$ cat src/rtl/ahb_lite_pkg.sv
// Shared AHB-Lite encodings and helpers for the multi-requester master front end.
package ahb_lite_pkg;

    typedef enum logic [1:0] {
        IDLE   = 2'b00,
        BUSY   = 2'b01,
        NONSEQ = 2'b10,
        SEQ    = 2'b11
    } htrans_e;

    localparam logic [2:0] HBURST_SINGLE = 3'b000;

    localparam logic [2:0] HSIZE_BYTE = 3'b000;
    localparam logic [2:0] HSIZE_HALF = 3'b001;
    localparam logic [2:0] HSIZE_WORD = 3'b010;

    localparam logic HRESP_OKAY  = 1'b0;
    localparam logic HRESP_ERROR = 1'b1;

    // data, privileged, non-bufferable, non-cacheable
    localparam logic [3:0] HPROT_DEFAULT = 4'b0011;

    function automatic int unsigned idx_width(input int unsigned n);
        return (n > 1) ? $clog2(n) : 1;
    endfunction

endpackage

$ cat src/rtl/ahb_rr_arbiter.sv
// Combinational round-robin arbiter with lock override; the pointer register lives in the caller.
module ahb_rr_arbiter
    import ahb_lite_pkg::*;
#(
    parameter int unsigned NREQ = 2,
    parameter int unsigned IW   = idx_width(NREQ)
) (
    input  logic [NREQ-1:0] req,
    input  logic            lock_owner_valid,
    input  logic [IW-1:0]   lock_owner,
    input  logic [IW-1:0]   pointer,
    output logic [NREQ-1:0] gnt,
    output logic [IW-1:0]   idx
);

    int unsigned   w_cand;
    logic [IW-1:0] w_cidx;
    logic          w_found;

    always_comb begin
        gnt     = '0;
        idx     = '0;
        w_cand  = 0;
        w_cidx  = '0;
        w_found = 1'b0;
        if (lock_owner_valid) begin
            // A held lock excludes everyone else, even if the owner is momentarily idle.
            if (req[lock_owner]) begin
                gnt[lock_owner] = 1'b1;
                idx             = lock_owner;
            end
        end else begin
            for (int unsigned k = 1; k <= NREQ; k++) begin
                w_cand = (32'(pointer) + k) % NREQ;
                w_cidx = IW'(w_cand);
                if (!w_found && req[w_cidx]) begin
                    w_found     = 1'b1;
                    gnt[w_cidx] = 1'b1;
                    idx         = w_cidx;
                end
            end
        end
    end

endmodule

$ cat src/rtl/ahb_lite_master_arb.sv
// AHB-Lite master front end: round-robin arbitration of single-beat requests onto one
// pipelined address/data bus, with bus locking, error-abort of the queued transfer and per-requester responses.
module ahb_lite_master_arb
    import ahb_lite_pkg::*;
#(
    parameter int unsigned NREQ      = 2,
    parameter int unsigned AW        = 32,
    parameter int unsigned DW        = 32,
    parameter logic [3:0]  HPROT_VAL = HPROT_DEFAULT
) (
    input  logic               hclk,
    input  logic               hresetn,
    input  logic [NREQ-1:0]    req,
    input  logic [NREQ-1:0]    req_write,
    input  logic [NREQ-1:0]    req_lock,
    input  logic [NREQ*AW-1:0] req_addr,
    input  logic [NREQ*DW-1:0] req_wdata,
    input  logic [NREQ*3-1:0]  req_size,
    output logic [NREQ-1:0]    req_gnt,
    output logic [NREQ-1:0]    rsp_valid,
    output logic [DW-1:0]      rsp_rdata,
    output logic               rsp_err,
    input  logic               err_clr,
    output logic               hsel,
    output logic [AW-1:0]      haddr,
    output logic               hwrite,
    output logic [2:0]         hsize,
    output logic [2:0]         hburst,
    output logic [3:0]         hprot,
    output logic [1:0]         htrans,
    output logic               hmastlock,
    output logic [DW-1:0]      hwdata,
    output logic               error,
    input  logic               hready,
    input  logic               hresp,
    input  logic [DW-1:0]      hrdata
);

    localparam int unsigned IW = idx_width(NREQ);

    logic          r_a_valid;
    logic          r_a_abort;
    logic [IW-1:0] r_a_owner;
    logic          r_a_write;
    logic          r_a_lock;
    logic [AW-1:0] r_a_addr;
    logic [2:0]    r_a_size;
    logic [DW-1:0] r_a_wdata;

    logic          r_d_valid;
    logic          r_d_abort;
    logic [IW-1:0] r_d_owner;
    logic          r_d_write;
    logic [DW-1:0] r_d_wdata;

    logic [IW-1:0] r_ptr;
    logic          r_last_lock;
    logic [IW-1:0] r_last_owner;

    logic [NREQ-1:0] r_rsp_valid;
    logic [DW-1:0]   r_rsp_rdata;
    logic            r_rsp_err;
    logic            r_error;

    logic            w_err1;
    logic            w_slot_free;
    logic [IW-1:0]   w_lock_own;
    logic            w_lock_valid;
    logic [NREQ-1:0] w_arb_gnt;
    logic [IW-1:0]   w_arb_idx;
    logic            w_grant;
    logic [AW-1:0]   w_sel_addr;
    logic [DW-1:0]   w_sel_wdata;
    logic [2:0]      w_sel_size;
    logic            w_sel_write;
    logic            w_sel_lock;
    logic            w_rsp_fire;
    logic            w_rsp_err_nxt;
    logic [NREQ-1:0] w_rsp_vec;
    htrans_e         w_htrans;

    assign w_err1      = r_d_valid && (hresp == HRESP_ERROR) && !hready;
    assign w_slot_free = (!r_a_valid || hready) && !w_err1;

    assign w_lock_own   = (r_a_valid && r_a_lock) ? r_a_owner : r_last_owner;
    assign w_lock_valid = ((r_a_valid && r_a_lock) || r_last_lock) && req_lock[w_lock_own];

    ahb_rr_arbiter #(
        .NREQ (NREQ),
        .IW   (IW)
    ) u_arb (
        .req              (req),
        .lock_owner_valid (w_lock_valid),
        .lock_owner       (w_lock_own),
        .pointer          (r_ptr),
        .gnt              (w_arb_gnt),
        .idx              (w_arb_idx)
    );

    assign req_gnt = w_slot_free ? w_arb_gnt : '0;
    assign w_grant = w_slot_free && (|w_arb_gnt);

    assign w_sel_addr  = req_addr[w_arb_idx*AW +: AW];
    assign w_sel_wdata = req_wdata[w_arb_idx*DW +: DW];
    assign w_sel_size  = req_size[w_arb_idx*3 +: 3];
    assign w_sel_write = req_write[w_arb_idx];
    assign w_sel_lock  = req_lock[w_arb_idx];

    always_ff @(posedge hclk or negedge hresetn) begin
        if (!hresetn) begin
            r_a_valid    <= 1'b0;
            r_a_abort    <= 1'b0;
            r_a_owner    <= '0;
            r_a_write    <= 1'b0;
            r_a_lock     <= 1'b0;
            r_a_addr     <= '0;
            r_a_size     <= '0;
            r_a_wdata    <= '0;
            r_d_valid    <= 1'b0;
            r_d_abort    <= 1'b0;
            r_d_owner    <= '0;
            r_d_write    <= 1'b0;
            r_d_wdata    <= '0;
            r_ptr        <= IW'(NREQ - 1);
            r_last_lock  <= 1'b0;
            r_last_owner <= '0;
        end else begin
            if (w_grant) begin
                r_a_valid    <= 1'b1;
                r_a_abort    <= 1'b0;
                r_a_owner    <= w_arb_idx;
                r_a_write    <= w_sel_write;
                r_a_lock     <= w_sel_lock;
                r_a_addr     <= w_sel_addr;
                r_a_size     <= w_sel_size;
                r_a_wdata    <= w_sel_wdata;
                r_ptr        <= w_arb_idx;
                r_last_lock  <= w_sel_lock;
                r_last_owner <= w_arb_idx;
            end else if (hready) begin
                r_a_valid <= 1'b0;
            end else if (w_err1 && r_a_valid) begin
                r_a_abort <= 1'b1;
            end

            if (hready) begin
                r_d_valid <= r_a_valid;
                r_d_abort <= r_a_abort;
                r_d_owner <= r_a_owner;
                r_d_write <= r_a_write;
                r_d_wdata <= r_a_wdata;
            end
        end
    end

    assign w_rsp_fire    = hready && r_d_valid;
    assign w_rsp_err_nxt = (hresp == HRESP_ERROR) || r_d_abort;

    always_comb begin
        w_rsp_vec = '0;
        if (w_rsp_fire) begin
            w_rsp_vec[r_d_owner] = 1'b1;
        end
    end

    always_ff @(posedge hclk or negedge hresetn) begin
        if (!hresetn) begin
            r_rsp_valid <= '0;
            r_rsp_rdata <= '0;
            r_rsp_err   <= 1'b0;
            r_error     <= 1'b0;
        end else begin
            r_rsp_valid <= w_rsp_vec;
            r_rsp_rdata <= (w_rsp_fire && !r_d_write && !r_d_abort) ? hrdata : '0;
            r_rsp_err   <= w_rsp_fire && w_rsp_err_nxt;
            if (w_rsp_fire && w_rsp_err_nxt) begin
                r_error <= 1'b1;
            end else if (err_clr) begin
                r_error <= 1'b0;
            end
        end
    end

    // htrans drops to IDLE combinationally in the first error cycle, before abort is registered.
    assign w_htrans  = (r_a_valid && !r_a_abort && !w_err1) ? NONSEQ : IDLE;
    assign htrans    = w_htrans;
    assign hmastlock = r_a_valid && r_a_lock;
    assign hsel      = (r_a_valid && !r_a_abort) || (r_d_valid && !r_d_abort);
    assign haddr     = r_a_addr;
    assign hwrite    = r_a_write;
    assign hsize     = r_a_size;
    assign hwdata    = r_d_wdata;
    assign hburst    = HBURST_SINGLE;
    assign hprot     = HPROT_VAL;

    assign rsp_valid = r_rsp_valid;
    assign rsp_rdata = r_rsp_rdata;
    assign rsp_err   = r_rsp_err;
    assign error     = r_error;

endmodule

$ cat config.mk
export PLATFORM = sky130hd
export DESIGN_NAME = ahb_lite_master_arb
export DESIGN_NICKNAME = d
export VERILOG_FILES = /design/src/rtl/ahb_lite_pkg.sv /design/src/rtl/ahb_rr_arbiter.sv /design/src/rtl/ahb_lite_master_arb.sv
export SDC_FILE = /design/constraint.sdc
export NUM_CORES = 1
export LEC_CHECK = 0
export BUFFER_PORTS_ARGS = -buffer_cell sky130_fd_sc_hd__buf_2
export CAP_MARGIN = 20
export CELL_PAD_IN_SITES_DETAIL_PLACEMENT = 0
export CELL_PAD_IN_SITES_GLOBAL_PLACEMENT = 1
export CORE_MARGIN = 2
export CORE_UTILIZATION = 38
export CTS_CLUSTER_SIZE = 25
export DETAILED_ROUTE_END_ITERATION = 10
export PLACE_DENSITY = 0.87
export REMOVE_ABC_BUFFERS = 1
export SKIP_CTS_REPAIR_TIMING = 1
export SYNTH_ARGS = -nofsm -noshare
export SYNTH_HDL_FRONTEND = slang
export SYNTH_SLANG_ARGS = --single-unit
$ cat constraint.sdc
create_clock -name hclk -period 2.7 [get_ports hclk]
set_input_delay 0.135 -clock hclk [delete_from_list [all_inputs] [get_ports hclk]]
set_output_delay 0.135 -clock hclk [all_outputs]
set_load 0.05 [all_outputs]
==> flow_summary.yaml, run 1 <==
outcome:
  status: "finished clean"
finish:
  n_antenna_cell: 0
  syn_to_final_growth_pct: 38.88
  final_common_cell: "buf_2"
  drive_gt1_frac: 0.4894
  mostFrequentLayoutCells: "buf_2 (284), dfrtp_1 (144), nand2_1 (139)"
  fillerInstances: 1476
  fin_nets: 1063
route:
  routed_wl_mm: 18.53
  ant_nets: 0
  vias_per_cell: 4.912
  wl_per_cell_um: 16.56
  routed-via-count: 5496
  dr_wl_met2_mm: 9.322
  wl_met1_mm: 7.702
  wl_met3_mm: 1.097
  drc: 0
  top_layer_used: "met5"
  first_pass_iters: 4
  dr.first_iter.drc_count: 293
clock_network:
  numCtsBuffers: 17
  htree_levels: 4
  clk_pin_slew_worst_paths_ps: 70
  cts_tree: "done"
  cts_root_buf: "clkbuf_16"
  cts_buffer_depth: 2
  cts.sinks: 145
  insertion_delay_ps: 420
synth:
  yosysSeqAreaShare: 0.5586
  syn_inst: 583
  synthAdderAreaFrac: 0
  yosys-mux-area-fraction: 0.1802
  ys_seq_elements: 145
  synth_xor_area_frac: 0
  syn_area_per_cell_um2: 11.14
  synth.distinct_cells: 29
  synth_simple_gate_area_share: 0.1256
  synth_top_area_cell: "dfrtp_1"
  synth_top_family_by_area: "multiplexers"
  ys_warn_count: 0
  synth_top_area_share: 0.5546
  syn-cell-area_um2: 6497
  synth_area_leaders: "dfrtp_1 (55%), mux2_2 (18%), nand2_1 (8.0%)"
  synth-compound-area-share: 0.08473
setup_path:
  end_kind: "primary output"
  required_ps: 2570
  rrSetupSlack_ps: 770
  worst-setup-path-type: "flip-flop to primary output"
  arrival_ps: 2250
  reg2reg_depth: 5
  crit_path_start_kind: "flip-flop"
  cp_max_fo: 21
global_routing:
  grt_pass1_wl_mm: 27.95
  antenna_found_initial: 2
  grt_pass1_vias: 5365
  grt_use_total: 0.1968
  gr-total-overflow: 0
  grt_max_degree: 74
die:
  die_w_um: 134.8
  rows: 47
  die_height_um: 134.8
  ios: 294
  start_util: 0.3904
  core_area_um2: 16640
  dieArea_um2: 18160
sta:
  hold_viol: 0
  rsz0062_at_grt: "false"
  slew_headroom: 0.4948
  tns_ps: 0
  max_freq_mhz: 419.9
  fin_crit_sh: 0.8820
  hold_ws_ps: 10.37
  finalCriticalPeriod_ps: 2381
  max_slew.worst_pin.slew_ps: 757.8
  finClkSkew_ps: 11.29
  setup_violations: 0
  report.final.slew_viol_count: 0
run:
  cap_violations: 0
placement:
  gp_congestion: 0.7545
  port_buffers: 285
  dp_hpwl_mm: 12.17
min_path:
  hold_depth: 3
  hold_path_class: "input pin to flip-flop"
power:
  power_density_nw_per_um2: 1168
  peakVddDrop_mv: 0.5665
  power.leakage_nw: 4.674
layout make-up:
cell class                      instances  area [µm²]  area share
Inverter                                7       26.28    0.002912
Sequential cell                       145        3630      0.4022
Timing Repair Buffer                  331        1926      0.2134
Tap cell                              220       275.3     0.03050
Clock inverter                         15       160.2     0.01775
Multi-Input combinational cell        384        2581      0.2861
Clock buffer                           17       425.4     0.04714
routing by layer:
metal,up-vias,GRT usage
li1,2603,-
met1,2668,0.2437
met2,190,0.3291
met3,33,0.05105
met4,2,0.07895
met5,-,0
synth_stat cells, drive strengths merged:
cell type / n
mux2: 104
a41oi: 2
nand3b: 1
and2: 33
o31a: 1
and3: 3
o22ai: 72
nand4: 1
nor2: 7
conb: 2
o21ai: 3
buf: 36
a21oi: 4
nand2: 139
inv: 7
a311oi: 1
nor3: 1
dfstp: 1
a21o: 2
nand2b: 2
dfrtp: 144
clkbuf: 17
flip-flops by register name, indices dropped and copies added (netlist names):
| signal | cells |
|---|---|
| r_last_lock | 1 |
| rsp_rdata | 32 |
| hsize | 3 |
| rsp_valid | 2 |
| r_d_write | 1 |
| r_d_owner | 1 |
| hwrite | 1 |
| error | 1 |
| r_last_owner | 1 |
| r_a_abort | 1 |
| r_ptr | 1 |
| haddr | 32 |
| r_d_abort | 1 |
| hwdata | 32 |
| rsp_err | 1 |
| r_d_valid | 1 |
| r_a_wdata | 32 |
| r_a_valid | 1 |
power breakdown:
group | switching, mW | total [mW] | leakage (nW) | internal [mW]
logic | 3.31 | 4.80 | 2.60 | 1.49
registers | 0.414 | 3.42 | 1.80 | 3.01
clock network | 1.08 | 2.32 | 0.280 | 1.24
total | 4.81 | 10.5 | 4.67 | 5.74
logic make-up after synthesis:
logic type / Yosys count
DFF: 145
and+or+nand+nor: 187
AOI/OAI and AO/OA: 85
muxes: 104
other: 2
buffers and inverters: 60
final timing paths:
kind / startpoint / end
max in group asynchronous: hresetn / rsp_rdata[14]
min reg2reg: r_d_owner / rsp_valid[0]
min in group asynchronous: hresetn / rsp_rdata[12]
max reg2reg: r_last_owner / r_a_wdata[7]
min: hresp / rsp_err
max: r_last_owner / req_gnt[1]
through the flow:
stage            util  total power [mW]  setup WS (ps)  cells  area [µm²]
4_1_cts        0.5218             10.59          305.8   1085        8683
5_1_grt        0.5422             11.04          181.5   1119        9024
2_1_floorplan       -             6.853         -53.01    536        6223
3_3_place_gp   0.4866             8.155          789.5   1053        8098
6_report       0.5422             10.54          318.7   1119        9024
3_5_place_dp   0.4866             8.241          775.6   1053        8098
critical path: stages (launching register included):
cell and delay, ps:
dfrtp_1 410, nand3b_2 280, a21oi_4 460, buf_12 230
nand2b_1 160, nor2_1 60, buf_2 230
(Power assumes the default switching activity.)
==> run 2: changes to the inputs <==
==> constraint.sdc (replaced) <==
create_clock -name hclk -period 2.7 [get_ports hclk]
set_input_delay 0.27 -clock hclk [delete_from_list [all_inputs] [get_ports hclk]]
set_output_delay 0.27 -clock hclk [all_outputs]
set_load 0.05 [all_outputs]
==> run 2 against run 1 <==
Combinational power decreased by 0.8%. Via count decreased by 4.8%. Routed wire length decreased by 5.9%. Clock power about the same. Clock-buffer cell count increased by 3. Sequential power about the same. Cell count decreased by 2.9%. Critical path type unchanged. Largest cell class unchanged.
==> flow_summary.yaml, run 2 (synthesized netlist as in run 1, its figures left out) <==
route:
  dr_wl_met2_mm: 8.810
  first_pass_iters: 4
  routed-via-count: 5232
  wl_per_cell_um: 16.04
  wl_met1_mm: 7.473
  wl_met3_um: 897
  routed_wl_mm: 17.44
  drc: 0
  top_layer_used: "met5"
  ant_nets: 0
  vias_per_cell: 4.813
  dr.first_iter.drc_count: 229
min_path:
  hold_path_class: "input pin to flip-flop"
  hold_depth: 2
clock_network:
  insertion_delay_ps: 420
  htree_levels: 4
  numCtsBuffers: 17
  cts_tree: "done"
  cts_root_buf: "clkbuf_16"
  cts_buffer_depth: 2
  clk_pin_slew_worst_paths_ps: 60
  cts.sinks: 145
die:
  die_height_um: 134.8
  die_w_um: 134.8
  dieArea_um2: 18160
  ios: 294
  start_util: 0.3904
  core_area_um2: 16640
  rows: 47
sta:
  rsz0062_at_grt: "false"
  finalCriticalPeriod_ps: 2337
  tns_ps: 0
  max_freq_mhz: 427.9
  timing.final.ws_setup_ps: 363.1
  hold_ws_ps: 46.69
  hold_viol: 0
  fin_crit_sh: 0.8655
  max_slew.worst_pin.slew_ps: 729.3
  report.final.slew_viol_count: 0
  slew_headroom: 0.5138
  finClkSkew_ps: 8.754
  setup_violations: 0
power:
  power_density_nw_per_um2: 1209
  finalPower_mw: 10.52
  power.leakage_nw: 4.539
  peakVddDrop_mv: 0.7855
placement:
  port_buffers: 285
  gp_congestion: 0.7857
  dp_hpwl_mm: 12.30
  dp_cells: 1054
  dp_slack_ps: 682.3
  post_dp_cell_area_um2: 8093
finish:
  mostFrequentLayoutCells: "buf_2 (284), dfrtp_1 (144), nand2_1 (139)"
  fillerInstances: 1511
  syn_to_final_growth_pct: 33.93
  instances_no_fill: 1087
  design_area_um2: 8702
  fin_nets: 1031
  drive_gt1_frac: 0.5081
  final_common_cell: "buf_2"
  final_core_util: 0.5229
setup_path:
  worst-setup-path-type: "flip-flop to primary output"
  cp.depth: 5
  crit_chain: "nand3b_2 > a21oi_4 > nand2b_1 > nor2_1 > buf_2"
  arrival_ps: 2070
  crit_path_start_kind: "flip-flop"
  slowest_delay_ps: 440
  reg2reg_depth: 5
  end_kind: "primary output"
  required_ps: 2430
  crit_buf_inv: 1
  cp_max_fo: 15
  cp_top_family: "simple AND/OR/NAND/NOR gates"
  cp_slowest_cell: "a21oi_4"
global_routing:
  grt_use_total: 0.1938
  grt_max_degree: 73
  antenna_found_initial: 2
  gr-total-overflow: 0
  grt_pass1_vias: 5110
  grt_pass1_wl_mm: 27.26
run:
  cap_violations: 0
outcome:
  status: "finished clean"
[run 2: cell types whose count changed in the layout (fill, tap and decap cells not counted), moves of 2 or more]
cell / delta
buf_4: +2
clkinv_8: -2
inv_8: -7
clkinv_4: +2
bufinv_16: +2
clkbuf_8: +3
dlygate4sd3_1: -33
[run 2: layer usage]
layer	global-route usage	up-vias
met3	0.04992	21
met5	0	-
met2	0.3240	151
li1	-	2533
met4	0.06082	2
met1	0.2472	2525
[run 2: final timing paths]
path                                    from       endpoint  slack, ps
worst max register to register  r_last_owner  r_a_wdata[19]        680
worst min-delay path                 err_clr          error         50
worst min register to register     r_d_owner   rsp_valid[0]        440
min in group asynchronous            hresetn  rsp_rdata[12]        430
max in group asynchronous            hresetn          r_ptr       1470
worst max-delay path            r_last_owner     req_gnt[1]        360
[run 2: final cells by class]
class | instances | area (µm²) | area share
sequential | 145 | 3630 | 0.4171
antenna | 1 | 2.502 | 0.0002876
clock inverter | 11 | 130.1 | 0.01495
timing repair buffer | 299 | 1590 | 0.1827
clock buffer | 20 | 466.7 | 0.05363
multi-input combinational | 384 | 2581 | 0.2966
tap | 220 | 275.3 | 0.03163
inverter | 7 | 26.28 | 0.003019
[run 2: power breakdown]
| part | switching [mW] | total (mW) | internal (mW) | leakage (nW) |
|---|---|---|---|---|
| clock network | 0.914 | 2.35 | 1.43 | 0.281 |
| registers | 0.407 | 3.42 | 3.01 | 1.80 |
| logic | 3.32 | 4.76 | 1.44 | 2.46 |
| total | 4.64 | 10.5 | 5.89 | 4.54 |
[run 2: worst register-to-register path: stages, from the launching register on]
cell and delay, ps:
dfrtp_1 410, nand3b_2 290, a21oi_4 450, buf_4 350, o22ai_1 140, mux2_2 280
==> run 3: changes to the inputs <==
CORE_MARGIN = not set   (was 2)
==> run 3 against run 2 <==
Combinational power down 0.8%. Setup slack worse by 46 ps. Sequential power about the same.
==> flow_summary.yaml, run 3 (synthesized netlist as in run 1, its figures left out) <==
outcome:
  status: "finished clean"
power:
  power_density_nw_per_um2: 1217
  p_clk_frac: 0.231
  seq_power_share: 0.324
  power_switching_mw: 4.668
  peakVddDrop_mv: 0.5164
  power.leakage_nw: 4.553
  p_comb_frac: 0.445
  swShare: 0.4405
  cell_internal_pwr_mw: 5.930
route:
  vias_per_cell: 4.871
  dr.first_iter.drc_count: 259
  routed-via-count: 5304
  wl_per_cell_um: 16.35
  first_pass_iters: 4
  routed_wl_mm: 17.81
  drc: 0
  ant_nets: 0
setup_path:
  crit_path_start_kind: "flip-flop"
  crit_buf_inv: 2
  cp_top_family: "simple AND/OR/NAND/NOR gates"
  arrival_ps: 2110
  worst-setup-path-type: "flip-flop to primary output"
  slowest_delay_ps: 420
  required_ps: 2430
  cp_slowest_cell: "dfrtp_1"
  end_kind: "primary output"
  crit_chain: "and3_1 > a21oi_4 > buf_4 > nand2b_1 > nor2_1 > buf_2"
  cp_max_fo: 26
global_routing:
  antenna_found_initial: 4
  grt_pass1_wl_mm: 27.91
  grt_use_total: 0.2041
  gr-total-overflow: 0
  grt_max_degree: 79
  grt_pass1_vias: 5269
clock_network:
  cts_buffer_depth: 2
  numCtsBuffers: 17
  insertion_delay_ps: 410
  cts_tree: "done"
  htree_levels: 4
  clk_pin_slew_worst_paths_ps: 60
  cts.sinks: 145
  cts_root_buf: "clkbuf_16"
run:
  cap_violations: 0
die:
  start_util: 0.3904
  die_w_um: 132.8
  die_height_um: 132.8
  core_area_um2: 16640
  dieArea_um2: 17630
  ios: 294
  rows: 47
sta:
  timing.final.ws_setup_ps: 317.5
  report.final.slew_viol_count: 0
  tns_ps: 0
  max_freq_mhz: 419.7
  rsz0062_at_grt: "false"
  slew_headroom: 0.5925
  fin_crit_sh: 0.8824
  max_slew.worst_pin.slew_ps: 611.3
  finClkSkew_ps: 7.627
  hold_viol: 0
  finalCriticalPeriod_ps: 2383
  setup_violations: 0
finish:
  syn_to_final_growth_pct: 34.07
  mostFrequentLayoutCells: "buf_2 (284), dfrtp_1 (144), nand2_1 (139)"
  final_core_util: 0.5234
  fin_nets: 1031
  final_common_cell: "buf_2"
  drive_gt1_frac: 0.5075
min_path:
  hold_path_class: "input pin to flip-flop"
placement:
  port_buffers: 285
  gp_congestion: 0.7660
  dp_slack_ps: 731.1
  dp_hpwl_mm: 12.24
-- run 3: worst paths after layout --
check | startpoint | to | slack [ps] | depth (start not counted)
max | r_last_lock | req_gnt[1] | 320 | 6
min | err_clr | error | 40 | 2
max reg2reg | r_last_owner | r_a_wdata[22] | 790 | 5
min reg2reg | r_d_owner | rsp_valid[0] | 480 | 1
max in group asynchronous | hresetn | haddr[16] | 1590 | 3
min in group asynchronous | hresetn | rsp_rdata[17] | 280 | 2
-- run 3: metrics by stage --
stage / hold slack [ps] / instances / total power, mW / area [µm²]
floorplan: -25.59 / 536 / 6.853 / 6223
global placement: 141.4 / 1054 / 8.126 / 8080
detailed placement: 142.0 / 1054 / 8.210 / 8080
CTS: -309.5 / 1086 / 10.70 / 8696
global route: 28.57 / 1089 / 11.08 / 8711
finish: 42.17 / 1089 / 10.60 / 8711
-- run 3: layout make-up --
cell class / instances / area [µm²]
inverters: 7 / 26.28
multi-input cells: 384 / 2581
repair buffers: 299 / 1578
clock buffers: 19 / 442.9
flip-flops and latches: 145 / 3630
well taps: 220 / 275.3
clock inverters: 13 / 172.7
diodes: 2 / 5.005
fillers: 1532 / 7931
-- run 3: metal layers --
layer	global-route usage	wire length, µm	vias up	share of wire
li1	-	-	2535	-
met1	0.2584	7889	2548	0.44
met2	0.3313	8478	181	0.48
met3	0.05019	923	36	0.052
met4	0.09068	483	4	0.027
met5	0	32	-	0.0018
-- run 3: power by group through the flow --
| stage | Clock (mW) | Sequential (mW) | Combinational, mW |
|---|---|---|---|
| 2_1_floorplan | 0 | 5.38 | 1.48 |
| 3_3_place_gp | 0 | 3.43 | 4.70 |
| 3_5_place_dp | 0 | 3.45 | 4.76 |
| 4_1_cts | 2.51 | 3.43 | 4.76 |
| 5_1_grt | 2.58 | 3.54 | 4.95 |
| 6_report | 2.45 | 3.43 | 4.72 |
